<file path="src/rtl/dma_ctrl.sv">
// rtl/dma_ctrl.sv - CPU-programmable memory-to-memory DMA engine
//
// Stalls the CPU through cpu_rdy, owns the bus while copying LEN bytes
// from SRC to DST (2 clocks per byte), then releases the bus and flags
// DONE, optionally raising irq.
//
// Ports:
//   clk, reset         system clock, asynchronous active-high reset
//   cs, we, rs, din    CPU register interface (8 byte-wide registers)
//   dout               registered register read data
//   dma_req            high while the engine owns the bus
//   dma_ab/do/we       DMA address, write data, write strobe
//   dma_di             read data, one-clock synchronous latency
//   cpu_rdy            low stalls the CPU
//   irq                DONE & IE, level, active high
module dma_ctrl #(
  parameter int ARB_CYCLES = 1
) (
  input  logic        clk,
  input  logic        reset,
  input  logic        cs,
  input  logic        we,
  input  logic [2:0]  rs,
  input  logic [7:0]  din,
  output logic [7:0]  dout,
  output logic        dma_req,
  output logic [15:0] dma_ab,
  output logic [7:0]  dma_do,
  output logic        dma_we,
  input  logic [7:0]  dma_di,
  output logic        cpu_rdy,
  output logic        irq
);

  typedef enum logic [2:0] {S_IDLE, S_ARB, S_RD, S_WR, S_FIN} state_t;

  localparam logic [1:0] ARB_LAST = 2'(ARB_CYCLES - 1);

  state_t      state_q, state_d;
  logic [1:0]  arb_cnt_q, arb_cnt_d;
  logic [15:0] src_q, src_d;
  logic [15:0] dst_q, dst_d;
  logic [15:0] len_q, len_d;
  logic        ie_q, ie_d;
  logic        src_fix_q, src_fix_d;
  logic        dst_fix_q, dst_fix_d;
  logic        done_q, done_d;
  logic [7:0]  dout_q, dout_d;

  logic        reg_wr;
  logic        busy;
  logic [7:0]  status;

  always_ff @(posedge clk or posedge reset) begin
    if (reset) begin
      state_q   <= S_IDLE;
      arb_cnt_q <= 2'd0;
      src_q     <= 16'h0000;
      dst_q     <= 16'h0000;
      len_q     <= 16'h0000;
      ie_q      <= 1'b0;
      src_fix_q <= 1'b0;
      dst_fix_q <= 1'b0;
      done_q    <= 1'b0;
      dout_q    <= 8'h00;
    end else begin
      state_q   <= state_d;
      arb_cnt_q <= arb_cnt_d;
      src_q     <= src_d;
      dst_q     <= dst_d;
      len_q     <= len_d;
      ie_q      <= ie_d;
      src_fix_q <= src_fix_d;
      dst_fix_q <= dst_fix_d;
      done_q    <= done_d;
      dout_q    <= dout_d;
    end
  end

  always_comb begin
    state_d   = state_q;
    arb_cnt_d = arb_cnt_q;
    src_d     = src_q;
    dst_d     = dst_q;
    len_d     = len_q;
    ie_d      = ie_q;
    src_fix_d = src_fix_q;
    dst_fix_d = dst_fix_q;
    done_d    = done_q;

    reg_wr = cs & we;
    busy   = (state_q == S_ARB) || (state_q == S_RD) || (state_q == S_WR);
    status = {busy, done_q, 2'b00, dst_fix_q, src_fix_q, ie_q, 1'b0};

    case (rs)
      3'd0:    dout_d = src_q[7:0];
      3'd1:    dout_d = src_q[15:8];
      3'd2:    dout_d = dst_q[7:0];
      3'd3:    dout_d = dst_q[15:8];
      3'd4:    dout_d = len_q[7:0];
      3'd5:    dout_d = len_q[15:8];
      3'd6:    dout_d = status;
      default: dout_d = 8'h00;
    endcase

    // DONE clear is honoured in any state; FIN below overrides it.
    if (reg_wr && rs == 3'd7) done_d = 1'b0;

    // All other writes only land while idle (FIN included in the block).
    if (reg_wr && state_q == S_IDLE) begin
      case (rs)
        3'd0: src_d[7:0]  = din;
        3'd1: src_d[15:8] = din;
        3'd2: dst_d[7:0]  = din;
        3'd3: dst_d[15:8] = din;
        3'd4: len_d[7:0]  = din;
        3'd5: len_d[15:8] = din;
        3'd6: begin
          ie_d      = din[1];
          src_fix_d = din[2];
          dst_fix_d = din[3];
          if (din[0]) begin
            if (len_q == 16'h0000) begin
              done_d = 1'b1;
            end else begin
              state_d   = S_ARB;
              arb_cnt_d = 2'd0;
              done_d    = 1'b0;
            end
          end
        end
        default: ;
      endcase
    end

    case (state_q)
      S_ARB: begin
        if (arb_cnt_q == ARB_LAST) state_d = S_RD;
        else arb_cnt_d = arb_cnt_q + 2'd1;
      end
      S_RD: state_d = S_WR;
      S_WR: begin
        len_d = len_q - 16'd1;
        if (!src_fix_q) src_d = src_q + 16'd1;
        if (!dst_fix_q) dst_d = dst_q + 16'd1;
        state_d = (len_q == 16'd1) ? S_FIN : S_RD;
      end
      S_FIN: begin
        done_d  = 1'b1;
        state_d = S_IDLE;
      end
      default: ;
    endcase
  end

  // Bus outputs decode straight from the (asynchronously reset) state so
  // a reset releases the bus and the CPU without waiting for a clock.
  // cpu_rdy stays low through FIN, giving ARB_CYCLES + 2*LEN + 1 stall clocks.
  assign cpu_rdy = (state_q == S_IDLE);
  assign dma_req = (state_q == S_RD) || (state_q == S_WR);
  assign dma_we  = (state_q == S_WR);
  assign dma_ab  = (state_q == S_RD) ? src_q : (state_q == S_WR) ? dst_q : 16'h0000;
  assign dma_do  = (state_q == S_WR) ? dma_di : 8'h00;
  assign irq     = done_q & ie_q;
  assign dout    = dout_q;

endmodule

</file>
<file path="config.mk">
export PLATFORM = sky130hd
export DESIGN_NAME = dma_ctrl
export DESIGN_NICKNAME = d
export VERILOG_FILES = /design/src/rtl/dma_ctrl.sv
export SDC_FILE = /design/constraint.sdc
export NUM_CORES = 1
export LEC_CHECK = 0
export BUFFER_PORTS_ARGS = -buffer_cell sky130_fd_sc_hd__buf_4
export CORE_MARGIN = 10
export CORE_UTILIZATION = 60
export DETAILED_ROUTE_END_ITERATION = 16
export PLACE_DENSITY = 0.82
export SYNTH_ARGS = -nofsm -noshare
export SYNTH_HDL_FRONTEND = slang
export SYNTH_SLANG_ARGS = --single-unit
export TNS_END_PERCENT = 50
</file>
<file path="constraint.sdc">
create_clock -name clk -period 6 [get_ports clk]
set_input_delay 1.5 -clock clk [delete_from_list [all_inputs] [get_ports clk]]
set_output_delay 1.5 -clock clk [all_outputs]
set_load 0.05 [all_outputs]
</file>
# After elaboration in Yosys (flattened, before gate mapping)
# Cells that the tools add are included.
dict set report word_totals {
  reg_bits 65
  latch_bits 0
  inputBits 23
  ram_bits 0
  mem_bits_ro 0
  output_inout_bits 36
  word_cells 81
  mem_count 0
}
dict set report classes {
  bitwise 2
  order_cmp 0
  n_shift 0
  n_div 0
  n_reduce_logical 15
  eq_ne 12
  n_mul 0
  mux 37
  n_addsub 4
}
# operator n
set op_table {}
lappend op_table {{2-to-1 mux 16 bit} 10}
lappend op_table {{2-to-1 mux 8 bit} 7}
lappend op_table {{case mux 8 bit (7 select lines)} 1}
lappend op_table {{adder 16 x 1 -> 16 bit (second input constant)} 2}
lappend op_table {{2-to-1 mux 3 bit} 6}
lappend op_table {{equality test 16 x 1 -> 1 bit (second input constant)} 1}
lappend op_table {{logical NOT 16 bit} 1}
lappend op_table {{subtractor 16 x 1 -> 16 bit (second input constant)} 1}
lappend op_table {{equality test 3 bit (second input constant)} 5}
lappend op_table {{equality test 3 x 2 -> 1 bit (second input constant)} 4}
lappend op_table {{2-to-1 mux 2 bit} 6}
lappend op_table {{case mux 3 bit (4 select lines)} 1}
lappend op_table {{equality test 3 x 1 -> 1 bit (second input constant)} 2}
lappend op_table {{logical NOT 3 bit} 2}
lappend op_table {{2-to-1 mux 1 bit} 6}
lappend op_table {{AND reduction 2 bit} 3}
lappend op_table {{nonzero test 2 bit} 3}
lappend op_table {{logical OR 1 bit} 3}
lappend op_table {{adder 2 x 1 -> 2 bit (second input constant)} 1}
lappend op_table {{bitwise AND 1 bit} 2}
lappend op_table {{logical AND 1 bit} 2}
lappend op_table {{logical NOT 2 bit} 1}

# Logic depth before layout (Yosys ltp)
dict set report depth {
  depth_word 7
  ltp_mapped 7
}

# Worst setup path after synthesis
# No wires, ideal clock.
dict set report synth_timing {
  path_type {flip-flop to output port}
  start {register state_q[2]}
  end {output dma_do[0]}
  t_required_ns 4.500
  t_arrival_ns 1.978
  path_stages_with_launch 6
  setup_slack_ns 2.522
  path_buffers 2
  path_cell_list {dfrtp_1 clkbuf_1 nand3b_1 inv_1 clkbuf_1 and2_1}
}
dict set report synth_between {
  elab_chain_len 2
}
# element line_no
set synth_rtl {}
lappend synth_rtl {{start, declared} 39} ;# state_t state_q, state_d;
lappend synth_rtl {{start signal, assigned} 67} ;# state_q <= state_d;
lappend synth_rtl {{equality test 3 x 2 -> 1 bit} n/a}
lappend synth_rtl {{via dma_we} 29} ;# output logic dma_we,
lappend synth_rtl {{2-to-1 mux 8 bit} 163} ;# assign dma_do = (state_q == S_WR) ? dma_di : 8'h00;
lappend synth_rtl {{end, declared} 28} ;# output logic [7:0] dma_do,
# The timed path passes the listed nets, and every way through them passes these cells.

# Worst setup path after layout
dict set report layout_timing {
  start {register state_q[1]}
  end {output dma_do[0]}
}
dict set report layout_between {
  elab_chain_len 2
}
# element line_no
set layout_rtl {}
lappend layout_rtl {{equality test 3 x 2 -> 1 bit} 163}
lappend layout_rtl {{2-to-1 mux 8 bit} 163}
# No other way between the ends.

==> impl_metrics.yaml <==
floorplan:
  die_h_microns: 107
  start_util_pct: 61.8
  die_w_microns: 107
  coreArea_sq_um: 7290
  io_pins: 59
  rows: 31
  dieArea_sq_um: 11400
timing:
  max_freq_ghz: 0.251
  grt_setup_unrepaired: "no"
  setup_viol: 0
  maxSlewViolCount: 0
  fin_crit_sh_pct: 66.5
  tns_ns: 0
  period_needed_ns: 3.99
  relSlewSlack_pct: 44.8
  fin_skew_ns: 0.00916
  hold_viol: 0
  tightest_slew_ns: 0.822
  worst_slack_ns: 2.01
logic_synthesis:
  syn_area_sq_um: 4510
  synth_seq_cells: 65
  ys_seq_area_share_pct: 36.1
  synth_top_area_share_pct: 36.1
  synth_enable_flop_cells: 0
  yosysTopAreaCell: "dfrtp_1"
  syn_inst: 516
  synth_ff_type: "dfrtp_1"
  yosysMostFrequentCell: "dfrtp_1"
  yosys-top-cells-area: "dfrtp_1, mux2i_1, nor2_1"
  yosys-top-cells-count: "dfrtp_1, nor2_1, nand2_1"
  ys_types: 67
  ys_warn_count: 0
  synthArstFlopShare_pct: 100
  syn_avg_cell_area_sq_um: 8.73
  synthesis.nets: 545
setup_path:
  r2r_slack_ns: 3.30
  cp-start-kind: "register"
  worstSetupPathType: "register to output port"
  ff2ff_path_depth: 5
  r2r_start: "state_q[1]"
  reg2reg_to: "len_q[9]"
  cp_max_fo: 23
  endpoint_kind: "output port"
  worstPathArrival_ns: 2.49
  required_ns: 4.50
finish:
  fin_nets: 574
  n_antenna_cell: 0
  drive_gt1_share_pct: 20.5
  syn_to_final_growth_pct: 12.8
clock_tree:
  cts_made_buffers: 9
  clkTransAtPathRegs_ns: 0.07
  clock_latency_ns: 0.35
  post-cts-setup-buffers: 0
  cts-root-buf: "clkbuf_8"
  h-tree-depth: 3
  holdBufCountCts: 0
  cts_buffer_depth: 2
  ctsResizeCount: 0
  cts_tree: "built"
  clock-sinks: 65
pwr:
  vdd.ir_drop.worst_uv: 181
  leakage_uw: 0.00225
  p_per_area_nw_per_um2: 291
  finalPower_uw: 1480
placement:
  dp_slack_ns: 2.47
  gp_congestion: 0.944
  portBuffers: 58
  dp_hpwl_microns: 9830
grt:
  grt_start_max_net_pins: 66
  grt_pass1_wl_microns: 22100
  grt_overflow: 0
  grt_pass1_vias: 4326
  grt_usage_pct: 24.1
  antenna_found_initial: 0
routing:
  drc: 0
  dr.pass1.iters: 5
  drt_wl_total_microns: 13900
  via_per_inst: 7.03
  drt_iter0_drc: 507
  ant_nets: 0
  dr_total_vias: 4560
  post_drt_wl_per_cell_microns: 21.4
outcome:
  status: "completed"
flow_run:
  cap_viol_max_count: 0
min_path:
  worst_hold_path.num_cells: 2
  min-delay-start: "arb_cnt_q[1]"
  hold_end: "arb_cnt_q[1]"
  min_path_type: "register to register"
-- sequential cells by signal (all words and copies together) (netlist names) --
register,count
dout,8
arb_cnt_q,2
src_q,16
src_fix_q,1
dst_q,16
done_q,1
len_q,16
dst_fix_q,1
state_q,3
ie_q,1
-- area by class of cell --
type	instances	area, sq um
flip-flops and latches	65	1630
inverters	16	60.1
well taps	99	124
multi-input cells	391	2630
clock buffers	13	159
fillers	619	2210
clock inverters	3	15.0
repair buffers	62	465
-- routing by layer --
metal | vias up | wire length (microns) | part of all wire [%] | GRT usage, %
met5 | - | 0 | 0 | 0
met4 | 0 | 503 | 3.6 | 11.5
met3 | 58 | 1670 | 12 | 5.81
met2 | 353 | 6340 | 46 | 36.9
met1 | 2149 | 5360 | 39 | 31.5
li1 | 2000 | - | - | -
-- metrics by stage --
stage	utilization (%)	cell area, sq um	cells	hold WS [ns]
3_3_place_gp	67.3	4910	633	0.532
6_report	69.7	5080	649	0.546
3_5_place_dp	67.3	4910	633	0.544
4_1_cts	69.7	5080	649	0.554
2_1_floorplan	-	4510	516	0.495
5_1_grt	69.7	5080	649	0.570
-- critical path: stages, from the launching register on --
cell and delay, ns:
dfrtp_1 0.60, nand3b_1 0.47, inv_1 0.63, and2_1 0.23, buf_4 0.20
-- logic make-up after synthesis --
kind of cell,count (synthesis),synth area share (%)
adder cells (fa/ha/maj),6,1.67
flip-flops,65,36.1
AO/OA/AOI/OAI,134,20.8
buffers and inverters,60,5.75
AND/OR/NAND/NOR,208,24.5
multiplexers,43,11.2
-- report_power, final --
| part | leakage (uW) | internal (uW) | switching (uW) |
|---|---|---|---|
| clock | 0.0000932 | 171 | 166 |
| combinational | 0.00137 | 192 | 314 |
| sequential | 0.000791 | 506 | 129 |
| total | 0.00225 | 868 | 609 |
-- layout by cell type (no fill, tap or decap), types with 4 or more instances in the layout --
cell      synthesis  layout
inv_1            16      15
nand4_1          13      13
nand2_1          38      38
and4_1            4       4
mux4_2            5       5
and2_1           11      11
a311oi_1          6       6
mux2_2            9       9
and3_1           12      12
nor2_1           47      47
o22ai_1          17      17
a31oi_1           5       5
a211oi_1          4       4
or4_1             4       4
nand3_1          20      20
nor4_1           10      10
o21ai_0          23      23
o21a_1            6       6
a21oi_1          25      25
o221a_2           9       9
buf_4             0      62
or3_1             5       5
nor3_1           20      20
clkbuf_8          0      11
dfrtp_1          65      65
ha_1              6       6
o32ai_1           4       4
mux2i_1          29      29
-- how the worst max path moves through the flow --
| stage | from | endpoint | slack, ns | cells past startpoint |
|---|---|---|---|---|
| after global placement | state_q[1] | dma_do[0] | 2.54 | 4 |
| after CTS | state_q[1] | dma_do[0] | 2.08 | 4 |
| after global routing | state_q[1] | dma_do[4] | 1.86 | 4 |
| final | state_q[1] | dma_do[0] | 2.01 | 4 |
| after floorplan | state_q[2] | dma_do[0] | 2.52 | 5 |
| after detailed placement | state_q[1] | dma_do[0] | 2.47 | 4 |
No activity file was read; power rests on OpenSTA's default activity.
